**src/rtl/bus_transfer_sequencer_if.sv**
```systemverilog
// Command/bus interface of bus_transfer_sequencer.
// master: control unit side (issues commands, observes bus control)
// slave : sequencer side
interface bus_transfer_sequencer_if #(
  parameter int unsigned SEL_W = 5
);
  logic             cmd_valid;
  logic             cmd_ready;
  logic [SEL_W-1:0] cmd_src;
  logic [SEL_W-1:0] cmd_dst;
  logic [SEL_W-1:0] bus_select;
  logic [23:0]      dst_load;
  logic             busy;
  logic             xfer_done;
  logic             xfer_err;

  modport master (
    output cmd_valid, cmd_src, cmd_dst,
    input  cmd_ready, bus_select, dst_load, busy, xfer_done, xfer_err
  );

  modport slave (
    input  cmd_valid, cmd_src, cmd_dst,
    output cmd_ready, bus_select, dst_load, busy, xfer_done, xfer_err
  );
endinterface

```
**src/rtl/bus_transfer_sequencer.sv**
```systemverilog
// bus_transfer_sequencer: queues {src, dst} register-transfer commands, drives the
// 24-source bus mux select and pulses one destination load enable per transfer.
// Optional performance counters (xfer_count, err_count) under `BUS_XFER_PERF_EN.
module bus_transfer_sequencer #(
  parameter int unsigned FIFO_DEPTH = 4,
  parameter int unsigned SEL_W      = 5
) (
  input  logic                      clk,
  input  logic                      clr,
  bus_transfer_sequencer_if.slave   bus
`ifdef BUS_XFER_PERF_EN
  ,
  output logic [15:0]               xfer_count,
  output logic [7:0]                err_count
`endif
);

  localparam int unsigned AW = $clog2(FIFO_DEPTH);
  localparam int unsigned NUM_CODES = 24;
  localparam logic [SEL_W-1:0] CODE_LIMIT = SEL_W'(NUM_CODES);
  localparam logic [AW:0] FULL_COUNT = (AW+1)'(FIFO_DEPTH);

  typedef enum logic [1:0] {IDLE, DRIVE, LOAD, ERR} state_t;

  logic [SEL_W-1:0] fifo_src [FIFO_DEPTH];
  logic [SEL_W-1:0] fifo_dst [FIFO_DEPTH];
  logic [AW-1:0]    wr_ptr, rd_ptr;
  logic [AW:0]      count;
  logic             full, empty, push, pop;
  logic [SEL_W-1:0] head_src, head_dst;
  logic             head_ok;

  state_t                 state, state_next;
  logic [SEL_W-1:0]       bus_select, sel_next;
  logic [SEL_W-1:0]       cur_dst, dst_next;
  logic [NUM_CODES-1:0]   dst_load, load_next;
  logic                   xfer_done, done_next;
  logic                   xfer_err, err_next;

  assign full     = (count == FULL_COUNT);
  assign empty    = (count == '0);
  // A full queue refuses pushes even when a pop frees a slot this cycle.
  assign push     = bus.cmd_valid && !full;
  assign head_src = fifo_src[rd_ptr];
  assign head_dst = fifo_dst[rd_ptr];
  assign head_ok  = (head_src < CODE_LIMIT) && (head_dst < CODE_LIMIT);

  // Command storage; contents need no reset since pointers define validity.
  always_ff @(posedge clk) begin
    if (push) begin
      fifo_src[wr_ptr] <= bus.cmd_src;
      fifo_dst[wr_ptr] <= bus.cmd_dst;
    end
  end

  // Queue pointers and occupancy.
  always_ff @(posedge clk or posedge clr) begin
    if (clr) begin
      wr_ptr <= '0;
      rd_ptr <= '0;
      count  <= '0;
    end else begin
      if (push) wr_ptr <= wr_ptr + AW'(1);
      if (pop)  rd_ptr <= rd_ptr + AW'(1);
      case ({push, pop})
        2'b10:   count <= count + (AW+1)'(1);
        2'b01:   count <= count - (AW+1)'(1);
        default: count <= count;
      endcase
    end
  end

  // Next-state and registered-output values; IDLE, LOAD and ERR share the same exits.
  always_comb begin
    state_next = state;
    pop        = 1'b0;
    sel_next   = bus_select;
    dst_next   = cur_dst;
    load_next  = '0;
    done_next  = 1'b0;
    err_next   = 1'b0;
    case (state)
      DRIVE: begin
        state_next = LOAD;
        load_next  = NUM_CODES'(1) << cur_dst;
        done_next  = 1'b1;
      end
      default: begin
        if (!empty) begin
          pop = 1'b1;
          if (head_ok) begin
            state_next = DRIVE;
            sel_next   = head_src;
            dst_next   = head_dst;
          end else begin
            state_next = ERR;
            err_next   = 1'b1;
          end
        end else begin
          state_next = IDLE;
        end
      end
    endcase
  end

  // State and registered outputs.
  always_ff @(posedge clk or posedge clr) begin
    if (clr) begin
      state      <= IDLE;
      bus_select <= '0;
      cur_dst    <= '0;
      dst_load   <= '0;
      xfer_done  <= 1'b0;
      xfer_err   <= 1'b0;
    end else begin
      state      <= state_next;
      bus_select <= sel_next;
      cur_dst    <= dst_next;
      dst_load   <= load_next;
      xfer_done  <= done_next;
      xfer_err   <= err_next;
    end
  end

  assign bus.cmd_ready  = !full;
  assign bus.busy       = (state != IDLE) || !empty;
  assign bus.bus_select = bus_select;
  assign bus.dst_load   = dst_load;
  assign bus.xfer_done  = xfer_done;
  assign bus.xfer_err   = xfer_err;

`ifdef BUS_XFER_PERF_EN
  // Saturating counts of completed LOAD cycles and ERR cycles.
  always_ff @(posedge clk or posedge clr) begin
    if (clr) begin
      xfer_count <= '0;
      err_count  <= '0;
    end else begin
      if (state == LOAD && xfer_count != '1) xfer_count <= xfer_count + 16'd1;
      if (state == ERR  && err_count  != '1) err_count  <= err_count + 8'd1;
    end
  end
`endif

endmodule

```
**src/flat_wrapper.sv**
```systemverilog
// flat-port wrapper written by rule: the top's interface ports become plain ports
module bus_transfer_sequencer_flat 
#(
  parameter int unsigned FIFO_DEPTH = 4,
  parameter int unsigned SEL_W      = 5
)
  (clk, clr, bus_cmd_valid, bus_cmd_src, bus_cmd_dst, bus_cmd_ready, bus_bus_select, bus_dst_load, bus_busy, bus_xfer_done, bus_xfer_err);
  bus_transfer_sequencer_if #(.SEL_W(SEL_W)) bus_i ();
  input  logic clk;
  input  logic clr;
  input wire logic [$bits(bus_i.cmd_valid)-1:0] bus_cmd_valid;
  input wire logic [$bits(bus_i.cmd_src)-1:0] bus_cmd_src;
  input wire logic [$bits(bus_i.cmd_dst)-1:0] bus_cmd_dst;
  output wire logic [$bits(bus_i.cmd_ready)-1:0] bus_cmd_ready;
  output wire logic [$bits(bus_i.bus_select)-1:0] bus_bus_select;
  output wire logic [$bits(bus_i.dst_load)-1:0] bus_dst_load;
  output wire logic [$bits(bus_i.busy)-1:0] bus_busy;
  output wire logic [$bits(bus_i.xfer_done)-1:0] bus_xfer_done;
  output wire logic [$bits(bus_i.xfer_err)-1:0] bus_xfer_err;
  assign bus_i.cmd_valid = bus_cmd_valid;
  assign bus_i.cmd_src = bus_cmd_src;
  assign bus_i.cmd_dst = bus_cmd_dst;
  assign bus_cmd_ready = bus_i.cmd_ready;
  assign bus_bus_select = bus_i.bus_select;
  assign bus_dst_load = bus_i.dst_load;
  assign bus_busy = bus_i.busy;
  assign bus_xfer_done = bus_i.xfer_done;
  assign bus_xfer_err = bus_i.xfer_err;
  bus_transfer_sequencer #(.FIFO_DEPTH(FIFO_DEPTH), .SEL_W(SEL_W)) u_core (.clk(clk), .clr(clr), .bus(bus_i));
endmodule
```
**config.mk**
```make
export PLATFORM = sky130hd
export DESIGN_NAME = bus_transfer_sequencer_flat
export DESIGN_NICKNAME = d
export VERILOG_FILES = /design/src/rtl/bus_transfer_sequencer_if.sv /design/src/rtl/bus_transfer_sequencer.sv /design/src/flat_wrapper.sv
export SDC_FILE = /design/constraint.sdc
export NUM_CORES = 1
export LEC_CHECK = 0
export ABC_AREA = 1
export BUFFER_PORTS_ARGS = -buffer_cell sky130_fd_sc_hd__buf_2
export CAP_MARGIN = 20
export CELL_PAD_IN_SITES_DETAIL_PLACEMENT = 1
export CELL_PAD_IN_SITES_GLOBAL_PLACEMENT = 2
export CORE_ASPECT_RATIO = 0.7
export CORE_MARGIN = 3
export CORE_UTILIZATION = 40
export DETAILED_ROUTE_END_ITERATION = 10
export GPL_TIMING_DRIVEN = 0
export PLACE_DENSITY = 0.84
export RECOVER_POWER = 100
export SLEW_MARGIN = 10
export SYNTH_ARGS = -nofsm -noshare
export SYNTH_HDL_FRONTEND = slang
export SYNTH_SLANG_ARGS = --single-unit
```
**constraint.sdc**
```tcl
create_clock -name clk -period 5.28 [get_ports clk]
set_input_delay 0.528 -clock clk [delete_from_list [all_inputs] [get_ports clk]]
set_output_delay 0.528 -clock clk [all_outputs]
set_load 0.05 [all_outputs]
```
After elaboration in Yosys (flattened, before gate mapping) --
Memories as Yosys holds them, arrays and structs flattened. Cells that the tools add are included.
Word-level totals: register bits after elaboration 45, bits in writable memories 40, input port bits 13, output and inout bits 33, logic and storage cells 46, memories 2
Operators by class: $add $sub $neg 4, $lt $le $gt $ge 2, equal/unequal tests 4, shift-type cells 1, mux-type cells 13, bitwise logic cells 2, reductions and logical operators 9
Memory list:
- u_core.fifo_dst | words 4, width 5, read ports 1, clocked after memory_dff 0, write ports 1, RTL line bus_transfer_sequencer.sv:26 | logic [SEL_W-1:0] fifo_dst [FIFO_DEPTH];
- u_core.fifo_src | words 4, width 5, read ports 1, clocked after memory_dff 0, write ports 1, RTL line bus_transfer_sequencer.sv:25 | logic [SEL_W-1:0] fifo_src [FIFO_DEPTH];
Operators with widths (number):
- $mux 24 | 1
- $shl 1x5->24 const A | 1
- $lt 5x5->1 const B | 2
- $mux 1 | 8
- $mux 2 | 3
- $pmux 3 s2 | 1
- $add 2x1->2 const B | 2
- $eq 2x1->1 const B | 2
- $reduce_bool 2->1 | 2
- $add 3x1->3 const B | 1
- $eq 3x3->1 const B | 1
- $logic_not 3->1 | 1
- $reduce_and 3->1 | 1
- $sub 3x1->3 const B | 1
- $eq 2x2->1 const B | 1
- $logic_and 1x1->1 | 2
- $logic_not 1->1 | 2
- $not 1->1 | 2
- $logic_or 1x1->1 | 1

Longest topological paths before layout --
An unclocked memory read counts as a cell.
depth after elaboration 6, mapped depth 10, mapped depth without buffers 9

Least setup slack after synthesis --
OpenSTA, ideal clock, no wires.
kind reg2reg, start point register u_core.count[0], end point register u_core.count[2], library setup time 124 ps, data arrival time 2225 ps, data required time 5156 ps, setup slack 2930 ps, cell stages (with the launch flop) 10, path buffers 0, clock period less this slack 2350 ps, path through dfrtp_1 > inv_1 > nand3_1 > nand2_1 > ha_1 > inv_1 > fa_1 > a21oi_1 > o21ai_0 > xnor2_1
On the way: word-level cells in the longest chain between the ends 5, elaborated cells between the ends (all ways) 12, those cells by class add/sub (2); eq/ne (3); mux (3); reduce/logical (4)
Ends and longest elaborated chain:
- start, declared | RTL line bus_transfer_sequencer.sv:28 | logic [AW:0] count;
- start signal, assigned | RTL line bus_transfer_sequencer.sv:66 | 2'b10: count <= count + (AW+1)'(1);
- start signal, assigned | RTL line bus_transfer_sequencer.sv:67 | 2'b01: count <= count - (AW+1)'(1);
- start signal, assigned | RTL line bus_transfer_sequencer.sv:68 | default: count <= count;
- $eq 3x3->1 * | RTL line bus_transfer_sequencer.sv:40 | assign full = (count == FULL_COUNT);
- $logic_not 1->1 *
- net bus_cmd_ready | RTL line flat_wrapper.sv:14 | output wire logic [$bits(bus_i.cmd_ready)-1:0] bus_cmd_ready;
- $logic_and 1x1->1 * | RTL line bus_transfer_sequencer.sv:43 | assign push = bus.cmd_valid && !full;
- $eq 2x1->1 / $eq 2x2->1 (equally long branches) | RTL line bus_transfer_sequencer.sv:65 | case ({push, pop})
- $pmux 3 s2 / $reduce_bool 2->1 (equally long branches)
The timed path passes the listed nets; every way through them passes the cells marked *. A chain may end at the register's enable or synchronous reset.

Worst setup path in the final report --
start point register u_core.state[0], end point register u_core.count[2]
On the way: word-level cells in the longest chain between the ends 4, elaborated cells between the ends (all ways) 6, those cells by class eq/ne (3); mux (2); reduce/logical (1)
Ends and longest elaborated chain:
- start, declared | RTL line bus_transfer_sequencer.sv:33 | state_t state, state_next;
- start signal, assigned | RTL line bus_transfer_sequencer.sv:116 | state <= state_next;
- $eq 2x1->1 * | RTL line bus_transfer_sequencer.sv:82 | case (state)
- $mux 1 * | RTL line bus_transfer_sequencer.sv:82
- net u_core.pop | RTL line bus_transfer_sequencer.sv:29 | logic full, empty, push, pop;
- $eq 2x1->1 / $eq 2x2->1 (equally long branches) | RTL line bus_transfer_sequencer.sv:65
- $pmux 3 s2 / $reduce_bool 2->1 (equally long branches)
Marked as above.

==> key figures <==
STA
  – Final Critical Period: 2530 ps
  – Transition time at the pin with the least slew margin: 1790 ps
  – Final setup margin: 2750 ps
  – Final count of hold timing violations: 0
  – Max Freq: 395 MHz
  – Final count of negative-setup-slack endpoints: 0
  – Portion of the clock cycle consumed by the worst path in the final layout: 0.480
  – Slew HR: -0.192
  – Number of max-slew violations in the final report: 34
  – Accumulated negative setup slack: 0 ps
  – Final clock skew: 6.76 ps
  – Setup repair after global routing missed its margin: no

CTS
  – CTS clock-pin slew for the worst setup and hold paths: 60 ps
  – Post-CTS resize count: 0
  – H-tree lvl count: 3
  – Hold-fix buffer count after cts: 0
  – Post-CTS setup buffer count: 0
  – Buffers from clock root to sink, at most: 2
  – Insertion delay of the later-clocked pin in the worst-skew pair: 340 ps
  – Clock tree from TritonCTS: yes
  – Num Clock Sinks: 85
  – Total CTS buffers: 9
  – CTS root buffer: sky130_fd_sc_hd__clkbuf_16

Floorplan
  – Initial Utilization: 0.425
  – I/O pin count: 46
  – Std-Cell Core Area: 0.00814 mm2
  – Width of the die: 117 um
  – Overall die area: 0.00982 mm2
  – Num rows: 27
  – Die Y: 83.8 um

Global routing
  – First-pass GRT wire length: 12800 um
  – Overall track demand over capacity in global routing: 0.171
  – Number of antenna violations at the first check in global routing: 0
  – Met1 track demand over resource: 0.231
  – Remaining Overflow, GRT: 0
  – Via count of the first global-routing pass: 2478
  – GR peak layer: met2
  – Met2 track demand over resource in global routing: 0.258
  – Pin count of the biggest net entering global routing: 34
  – Met3 demand-to-capacity share in global routing: 0.0471

Placed design
  – Post-DP Area: 0.00385 mm2
  – Detailed Place HPWL: 5220 um
  – Weighted congestion at the end of routability-driven global placement: 0.781
  – Pre-CTS setup slack: 3000 ps
  – Count of buffers from port buffering: 45

Setup path
  – CP max stage delay: 470 ps
  – Bufs and invs on worst path: 3
  – Critical Path End Type: flip-flop
  – Standard cell with the maximum stage delay on the critical path: sky130_fd_sc_hd__clkbuf_1
  – Critical Setup Path Class: flip-flop to flip-flop
  – Kind of cell adding the most delay to the critical path: adder cells
  – Crit path required time: 5500 ps
  – Worst EP arrival: 2750 ps
  – Largest fanout on the critical path: 11
  – Startpoint class of the critical path: flip-flop
  – Critical path cell sequence: inv_1, nor2_1, nor2_1, clkbuf_1, ha_1, inv_1, fa_1, a21oi_1, o21ai_0, xnor2_1

Finish
  – Total non-filler cell area in the finished layout: 0.00407 mm2
  – Utilization of the core after routing: 0.500
  – Area added between synthesis and finish: 17.7%
  – Total inserted antenna cells: 0
  – Share of final-layout standard cells stronger than drive strength 1: 0.0951
  – Net count reported at finish: 382
  – Fill cell instance count of the final layout: 899

Logic synthesis
  – Cell types with the largest area share after synthesis: sky130_fd_sc_hd__edfxtp_1, sky130_fd_sc_hd__dfrtp_1, sky130_fd_sc_hd__nand2_1
  – Nets in the synthesized netlist: 323
  – Cell type contributing the most total cell area after synthesis: sky130_fd_sc_hd__edfxtp_1
  – Number of warning messages in the yosys log: 0
  – Post-synthesis register bit count: 85
  – Fraction of post-synthesis cell area in the top cell type by area: 0.347
  – Share of synthesized area occupied by flip-flops and latches: 0.672
  – Distinct cell type count after synthesis: 29
  – Average cell area after synthesis: 11.4 um2
  – Number of instances in the synthesized netlist: 304
  – Post-synth design cell area: 0.00346 mm2

Min path
  – Hold Path Class: input port to async pin

Status
  – Violations in the final reports: capacitance limit, slew limit
  – Status: finished with violations

Routing
  – Detailed-route vias per instance: 4.81
  – Avg WL per Cell: 15.5 um
  – Remaining antenna violation count after routing: 0
  – Number of DRC markers after the initial detailed-route iteration: 108
  – DRC violations left: 0
  – Wire length reported by the detailed router: 7500 um
  – Detailed-routing iteration count for the pre-antenna-repair pass: 4
  – Via count: 2328

Job
  – Number of violations of the max-capacitance limit: 1

Pwr
  – Worst vdd rail ir drop: 0.000272 V
  – Cell leakage power: 1.80 nW
  – Design Power: 2.63 mW
  – Power density normalized to cell area: 646 mW/mm2
-- synth_stat cells --
cell,number
sky130_fd_sc_hd__edfxtp_1,40
sky130_fd_sc_hd__buf_4,1
sky130_fd_sc_hd__a21oi_1,2
sky130_fd_sc_hd__inv_2,1
sky130_fd_sc_hd__xnor2_1,2
sky130_fd_sc_hd__nand2_4,2
sky130_fd_sc_hd__dfrtp_1,45
sky130_fd_sc_hd__xor2_1,3
sky130_fd_sc_hd__nand2_2,3
sky130_fd_sc_hd__nand4_1,18
sky130_fd_sc_hd__inv_1,43
sky130_fd_sc_hd__nor4_1,8
sky130_fd_sc_hd__buf_2,5
sky130_fd_sc_hd__o211ai_1,6
sky130_fd_sc_hd__buf_8,1
sky130_fd_sc_hd__nor2_4,1
sky130_fd_sc_hd__o21ai_0,9
sky130_fd_sc_hd__nor2_2,2
sky130_fd_sc_hd__nand2_8,1
sky130_fd_sc_hd__nand3_2,2
sky130_fd_sc_hd__nor2_1,35
sky130_fd_sc_hd__nand3_1,6
sky130_fd_sc_hd__fa_1,1
sky130_fd_sc_hd__ha_1,5
sky130_fd_sc_hd__inv_4,1
sky130_fd_sc_hd__nand2_1,57
sky130_fd_sc_hd__nor3_1,1
sky130_fd_sc_hd__nand3_4,1
sky130_fd_sc_hd__buf_6,2
-- flip-flops by register name (all words and copies together), names as in the netlist, 2 cells and up --
| signal | count |
|---|---|
| u_core.bus.bus_select | 5 |
| u_core.bus.dst_load | 24 |
| u_core.count | 3 |
| u_core.cur_dst | 5 |
| u_core.fifo_dst | 20 |
| u_core.fifo_src | 20 |
| u_core.rd_ptr | 2 |
| u_core.state | 2 |
| u_core.wr_ptr | 2 |
-- layout make-up --
| type | count | area, um2 | share of cell area |
|---|---|---|---|
| Sequential cell | 85 | 2330 | 0.571 |
| Multi-Input combinational cell | 165 | 867 | 0.213 |
| Clock buffer | 11 | 264 | 0.0648 |
| Timing Repair Buffer | 48 | 183 | 0.0449 |
| Inverter | 45 | 170 | 0.0418 |
| Tap cell | 116 | 145 | 0.0356 |
| Buffer | 9 | 61.3 | 0.0151 |
| Clock inverter | 5 | 55.1 | 0.0135 |
-- power breakdown --
part	switching [mW]	internal, mW
clock network	0.248	0.407
registers	0.0657	0.863
logic	0.768	0.277
-- stage by stage --
stage | std cells | hold WS (ps)
detailed placement | 466 | 461
global route | 484 | 232
CTS | 482 | 125
finish | 484 | 195
floorplan | 304 | 464
global placement | 465 | 463
-- kinds of logic after synthesis --
| family | count (synthesis) | synth area share |
|---|---|---|
| AO/OA/AOI/OAI | 17 | 0.0289 |
| XOR/XNOR | 5 | 0.0127 |
| adder cells (fa/ha/maj) | 6 | 0.0239 |
| buffers and inverters | 54 | 0.0698 |
| flip-flops | 85 | 0.672 |
| AND/OR/NAND/NOR | 137 | 0.192 |
-- routing by layer --
metal / part of all wire / vias up
met5: 0 / -
met4: 0.020 / 0
met3: 0.047 / 13
met2: 0.46 / 46
met1: 0.47 / 1150
li1: - / 1119
-- final timing paths --
kind / cells past startpoint / to / slack, ps / startpoint
worst max-delay path: 10 / u_core.count[2]$_DFFE_PP0P_ / 2750 / u_core.state[0]$_DFF_PP0_
worst min-delay path: 2 / u_core.bus.dst_load[18]$_DFF_PP0_ / 190 / clr
worst max register to register: 10 / u_core.count[2]$_DFFE_PP0P_ / 2750 / u_core.state[0]$_DFF_PP0_
worst min register to register: 2 / u_core.bus.bus_select[4]$_DFFE_PP0P_ / 480 / u_core.bus.bus_select[4]$_DFFE_PP0P_
max in group asynchronous: 3 / u_core.bus.bus_select[0]$_DFFE_PP0P_ / 3060 / clr
min in group clk: 1 / u_core.fifo_dst[0][0]$_DFFE_PP_ / 450 / bus_cmd_dst[0]
-- layout by cell type, fill, tap and decap left out, drive strengths merged, types with 9 or more instances in the layout --
cell    count
buf         9
clkbuf     59
dfrtp      45
edfxtp     40
inv        45
nand2      63
nand3       9
nand4      18
nor2       38
o21ai       9
-- worst register-to-register path: cells and delay by family (launching register included) --
kind / cells / cell delay [ps]
AO/OA/AOI/OAI: 2 / 250
adder cells (fa/ha/maj): 2 / 620
flip-flops: 1 / 380
XOR/XNOR: 1 / 140
AND/OR/NAND/NOR: 2 / 440
buffers and inverters: 3 / 600
(Power assumes the default switching activity.)
